$ cat config.mk
export PLATFORM = sky130hd
export DESIGN_NAME = vinst_sched
export DESIGN_NICKNAME = d
export VERILOG_FILES = /design/src/rtl/vinst_sched.sv
export SDC_FILE = /design/constraint.sdc
export NUM_CORES = 1
export LEC_CHECK = 0
export ABC_AREA = 1
export BUFFER_PORTS_ARGS = -buffer_cell sky130_fd_sc_hd__buf_2
export CELL_PAD_IN_SITES_DETAIL_PLACEMENT = 1
export CELL_PAD_IN_SITES_GLOBAL_PLACEMENT = 2
export CORE_MARGIN = 4
export CORE_UTILIZATION = 25
export CTS_CLUSTER_SIZE = 40
export DETAILED_ROUTE_END_ITERATION = 16
export PLACE_DENSITY_LB_ADDON = 0.1
export SYNTH_ARGS = -nofsm -noshare
export SYNTH_HDL_FRONTEND = slang
export SYNTH_SLANG_ARGS = --single-unit
$ cat constraint.sdc
create_clock -name clk -period 2.75 [get_ports clk]
set_input_delay 0.1375 -clock clk [delete_from_list [all_inputs] [get_ports clk]]
set_output_delay 0.1375 -clock clk [all_outputs]
set_load 0.005 [all_outputs]
$ cat src/rtl/vinst_sched.sv
// vinst_sched: instruction scheduler for a systolic-array controller.
// Several requesters compete for a single instruction FIFO. The array
// controller reads the head entry and pops it with ird.
//
// Parameters
//   NREQ  : number of requesters, 2..4
//   DEPTH : number of FIFO entries, a power of two from 2 to 16
//
// Ports
//   clk, reset_n     : clock and asynchronous active-low reset
//   req_valid[NREQ]  : a requester has an instruction to offer
//   req_inst[NREQ]   : the instruction from each requester
//   req_ready[NREQ]  : one-hot accept, combinational
//   flush            : synchronous queue clear
//   inst             : head-of-queue instruction
//   iavail           : the queue is not empty
//   ird              : pop pulse
//   level            : current occupancy
//   underflow_err    : sticky flag, set when ird arrives while the queue is empty
//
// Build option
//   VINST_SCHED_PRIO_EN : when defined, requester 0 has strict priority and
//                         the other requesters share round-robin among themselves.

package vinst_sched_pkg;
  typedef struct packed {
    logic [7:0] opcode;
    logic [7:0] dst;
    logic [7:0] src;
    logic [7:0] imm;
  } sa_inst_t;
endpackage

module vinst_sched #(
  parameter int unsigned NREQ  = 2,
  parameter int unsigned DEPTH = 4
) (
  input  logic                                  clk,
  input  logic                                  reset_n,
  input  logic [NREQ-1:0]                       req_valid,
  input  vinst_sched_pkg::sa_inst_t [NREQ-1:0]  req_inst,
  output logic [NREQ-1:0]                       req_ready,
  input  logic                                  flush,
  output vinst_sched_pkg::sa_inst_t             inst,
  output logic                                  iavail,
  input  logic                                  ird,
  output logic [$clog2(DEPTH):0]                level,
  output logic                                  underflow_err
);
  import vinst_sched_pkg::*;

  localparam int unsigned PW = $clog2(DEPTH);
  localparam int unsigned LW = PW + 1;
  localparam int unsigned RW = (NREQ > 1) ? $clog2(NREQ) : 1;

`ifdef VINST_SCHED_PRIO_EN
  localparam bit PRIO_EN = 1'b1;
`else
  localparam bit PRIO_EN = 1'b0;
`endif

  logic [PW-1:0] wr_ptr_q, wr_ptr_d, rd_ptr_q, rd_ptr_d;
  logic [LW-1:0] level_q, level_d;
  logic [RW-1:0] rr_q, rr_d;
  logic          uf_q, uf_d;
  sa_inst_t      mem_q [DEPTH];
  sa_inst_t      mem_d [DEPTH];

  logic          gnt_vld;
  logic [RW-1:0] gnt_idx;
  int unsigned   idx;
  logic          push, pop;

  // Arbiter: the search starts at rr_q and wraps modulo NREQ. In priority
  // mode, requester 0 wins outright and is left out of the rotation.
  always_comb begin
    gnt_vld = 1'b0;
    gnt_idx = '0;
    idx     = 0;
    if (PRIO_EN && req_valid[0]) begin
      gnt_vld = 1'b1;
    end
    for (int unsigned k = 0; k < NREQ; k++) begin
      idx = 32'(rr_q) + k;
      if (idx >= NREQ) idx = idx - NREQ;
      if (!gnt_vld && req_valid[idx[RW-1:0]] && !(PRIO_EN && idx == 0)) begin
        gnt_vld = 1'b1;
        gnt_idx = idx[RW-1:0];
      end
    end
  end

  // Accept only when there is room. A pop in the same cycle does not free
  // an entry early, so the queue never passes an instruction straight through.
  always_comb begin
    req_ready = '0;
    if (reset_n && gnt_vld && !flush && (level_q < LW'(DEPTH))) begin
      req_ready[gnt_idx] = 1'b1;
    end
  end

  assign push = |(req_valid & req_ready);
  assign pop  = ird && (level_q != '0);

  // Next-state logic for the queue. A flush overrides any push or pop in the
  // same cycle but leaves rr_q and uf_q unchanged.
  always_comb begin
    wr_ptr_d = wr_ptr_q;
    rd_ptr_d = rd_ptr_q;
    level_d  = level_q;
    rr_d     = rr_q;
    uf_d     = uf_q | (ird && (level_q == '0));
    if (push) begin
      rr_d = (32'(gnt_idx) == NREQ - 1) ? '0 : gnt_idx + RW'(1);
    end
    if (flush) begin
      wr_ptr_d = '0;
      rd_ptr_d = '0;
      level_d  = '0;
    end else begin
      if (push) wr_ptr_d = wr_ptr_q + PW'(1);
      if (pop)  rd_ptr_d = rd_ptr_q + PW'(1);
      if (push && !pop) level_d = level_q + LW'(1);
      if (pop && !push) level_d = level_q - LW'(1);
    end
  end

  always_comb begin
    mem_d = mem_q;
    if (push) mem_d[wr_ptr_q] = req_inst[gnt_idx];
  end

  always_ff @(posedge clk or negedge reset_n) begin
    if (!reset_n) begin
      wr_ptr_q <= '0;
      rd_ptr_q <= '0;
      level_q  <= '0;
      rr_q     <= '0;
      uf_q     <= 1'b0;
    end else begin
      wr_ptr_q <= wr_ptr_d;
      rd_ptr_q <= rd_ptr_d;
      level_q  <= level_d;
      rr_q     <= rr_d;
      uf_q     <= uf_d;
    end
  end

  // Storage is not reset; entries are only valid while level_q covers them.
  always_ff @(posedge clk) begin
    mem_q <= mem_d;
  end

  assign inst          = mem_q[rd_ptr_q];
  assign iavail        = (level_q != '0);
  assign level         = level_q;
  assign underflow_err = uf_q;

endmodule

==> impl_metrics.yaml <==
cells_and_area:
  diodes: 0
  mostFrequentLayoutCells: "128 x edfxtp_1, 114 x nand2_1, 108 x buf_2"
  layout-drive-gt1-share_pct: 27.1
  syn_to_final_growth_pct: 25.4
  fin_cells: 904
  fill_cells: 2547
  nets: 682
  stdcell_area_mm2: 0.00724
  layout_commonest_cell: "edfxtp_1"
timing:
  hold_ws_ps: 26.5
  fin_crit_ps: 2190
  fin_crit_sh_pct: 79.6
  worstMarginPinSlew_ps: 711
  timing.setup.tns_ps: 0
  finClkSkew_ps: 8.84
  setup_viol: 0
  hold_viol_final: 0
  fmax_mhz: 457
  relSlewSlack_pct: 52.6
  slew_violations: 0
  rsz0062_at_grt: "no"
clocking:
  clockRootBuffer: "clkbuf_16"
  clock_sink_count: 137
  cts.repair.resized: 0
  cts_tree: "done"
  clk_latency_ps: 410
  cts.path.max_buffers: 2
  cts_buffers: 17
  htreeDepth: 4
  path_clk_slew_ps: 60
worst_setup_path:
  cp.required_ps: 2610
  endpoint_kind: "output port"
  cp.arrival_ps: 2050
  cp-startpoint: "rd_ptr_q[0]$_DFFE_PN0P_"
  r2r_slack_ps: 690
  startpoint_type: "flip-flop"
  criticalPathCategory: "reg2out"
  crit_fanout: 28
  r2r_start: "level[1]$_DFFE_PN0P_"
route:
  drc_errors: 0
  dr.pass1.iters: 4
  wl_um: 15500
  first_iter_violations: 111
  drt.antenna.violating_nets: 0
  wire_per_inst_um: 17.1
  vias: 4029
  via_per_inst: 4.46
worst_hold_path:
  hold_start: "flush"
  min_path_type: "in2reg"
synthesis:
  synth_top_family_by_area: "simple AND/OR/NAND/NOR gates"
  synth-compound-area-share_pct: 10.3
  syn_nets: 569
  synth_cell_types: 27
  synthFlopType: "edfxtp_1"
  synth-edff-count: 128
  synth_xor_area_share_pct: 0.152
  synth.avg_cell_area_um2: 11.7
  synth-seq-area-share_pct: 70.5
  synthAdderAreaFrac_pct: 1.21
  synthMuxAreaShare_pct: 0
  syn-instance-count: 494
  async_flop_share_pct: 6.57
  ys_ff_latch: 137
  synth-simple-area-share_pct: 14.6
  netlist_area_mm2: 0.00578
  yosysWarningCount: 0
placement:
  dpl_cell_area_mm2: 0.00668
  dp_hpwl_um: 9820
  placed_cells: 872
  port_buffers: 108
  gp_congestion: 0.706
power:
  leakagePower_nw: 2.81
  ir_drop_mv: 0.443
  pwr_density_cell_mw_per_mm2: 842
  p_total_mw: 6.10
global_route:
  grt_overflow: 0
  first_global_vias: 4379
  grt_pass1_wl_um: 24600
  grt_max_degree: 67
  grt_usage_pct: 12.4
  antenna_found_initial: 0
floorplan:
  fp.dieH_um: 160
  core-area_mm2: 0.0227
  die_w_um: 160
  pin_count: 109
  die_area_mm2: 0.0256
  start_util_pct: 25.4
  rows: 55
run:
  max_cap_violations: 0
status:
  status: "finished clean"
## repair_timing
| item | CTS | global route |
|---|---|---|
| setup buffers | 0 | 0 |
| hold buffers | 1 | 0 |
| setup endpoints to repair | 0 | 0 |
| endpoints found under the hold margin | 9 | 0 |
## power breakdown
part / leakage [nW] / internal (mW) / switching, mW / total (mW)
clock: 0.261 / 1.31 / 0.824 / 2.14
combinational: 1.27 / 0.472 / 0.934 / 1.41
sequential: 1.28 / 2.50 / 0.0565 / 2.56
total: 2.81 / 4.29 / 1.81 / 6.10
## through the flow
stage	worst slack (ps)	utilization (%)
final	562	31.9
after global routing	384	31.9
after CTS	471	31.9
after detailed placement	649	29.4
after global placement	713	29.4
after floorplan	70.5	-
## final timing paths
check | to | cells past startpoint
min in group asynchronous | wr_ptr_q[1]$_DFFE_PN0P_ | 2
max in group asynchronous | rd_ptr_q[0]$_DFFE_PN0P_ | 2
worst min register to register | underflow_err$_DFF_PN0_ | 1
worst max-delay path | inst[25] | 5
worst min-delay path | level[1]$_DFFE_PN0P_ | 4
worst max register to register | level[2]$_DFFE_PN0P_ | 11
## metal layers
layer / part of all wire, % / global-route usage, %
met4: 0.93 / 3.29
met1: 46 / 15.8
met2: 49 / 20.8
met3: 3.5 / 3.69
met5: 0 / 0
## critical path, cell delays in order (launching register included)
cell and delay, ps:
dfrtp_2 410, inv_2 390, buf_4 330, nor2_1 60, o22ai_1 260, buf_2 180
## registers in the layout, indices dropped and copies added, names as in the netlist
register       count
rr_q               1
level              3
rd_ptr_q           2
wr_ptr_q           2
underflow_err      1
mem_q            128
## cell type report
type	count	area (um2)	area share, %
clock buffer	17	425	5.87
clock inverter	14	133	1.83
inverter	17	63.8	0.881
multi-input combinational	313	1540	21.3
sequential	137	4070	56.2
tap	285	357	4.92
timing repair buffer	121	653	9.02
## cell usage after synthesis, types with 2 or more instances
library cell / n / area share (%)
nand4_1: 3 / 0.32
a21oi_1: 2 / 0.17
nor2_1: 72 / 4.7
clkbuf_1: 11 / 0.71
o21ai_1: 2 / 0.17
nand2_1: 114 / 7.4
nand3_2: 3 / 0.52
o22ai_1: 32 / 3.5
o21ai_0: 66 / 5.7
edfxtp_1: 128 / 67
inv_1: 14 / 0.91
dfrtp_1: 9 / 3.9
nand3_1: 3 / 0.26
buf_2: 14 / 1.2
inv_2: 3 / 0.19
ha_1: 4 / 0.87
nand2_2: 3 / 0.32
nor2_4: 2 / 0.39
## cells by family (layout without fill, tap and decap cells)
| logic type | count (synthesis) | in the layout |
|---|---|---|
| simple gates | 202 | 202 |
| flops | 137 | 137 |
| fa+ha+maj | 5 | 5 |
| compound gates | 105 | 105 |
| buf+inv | 44 | 169 |
| xor+xnor | 1 | 1 |
Power figures use the tool's default switching activity.
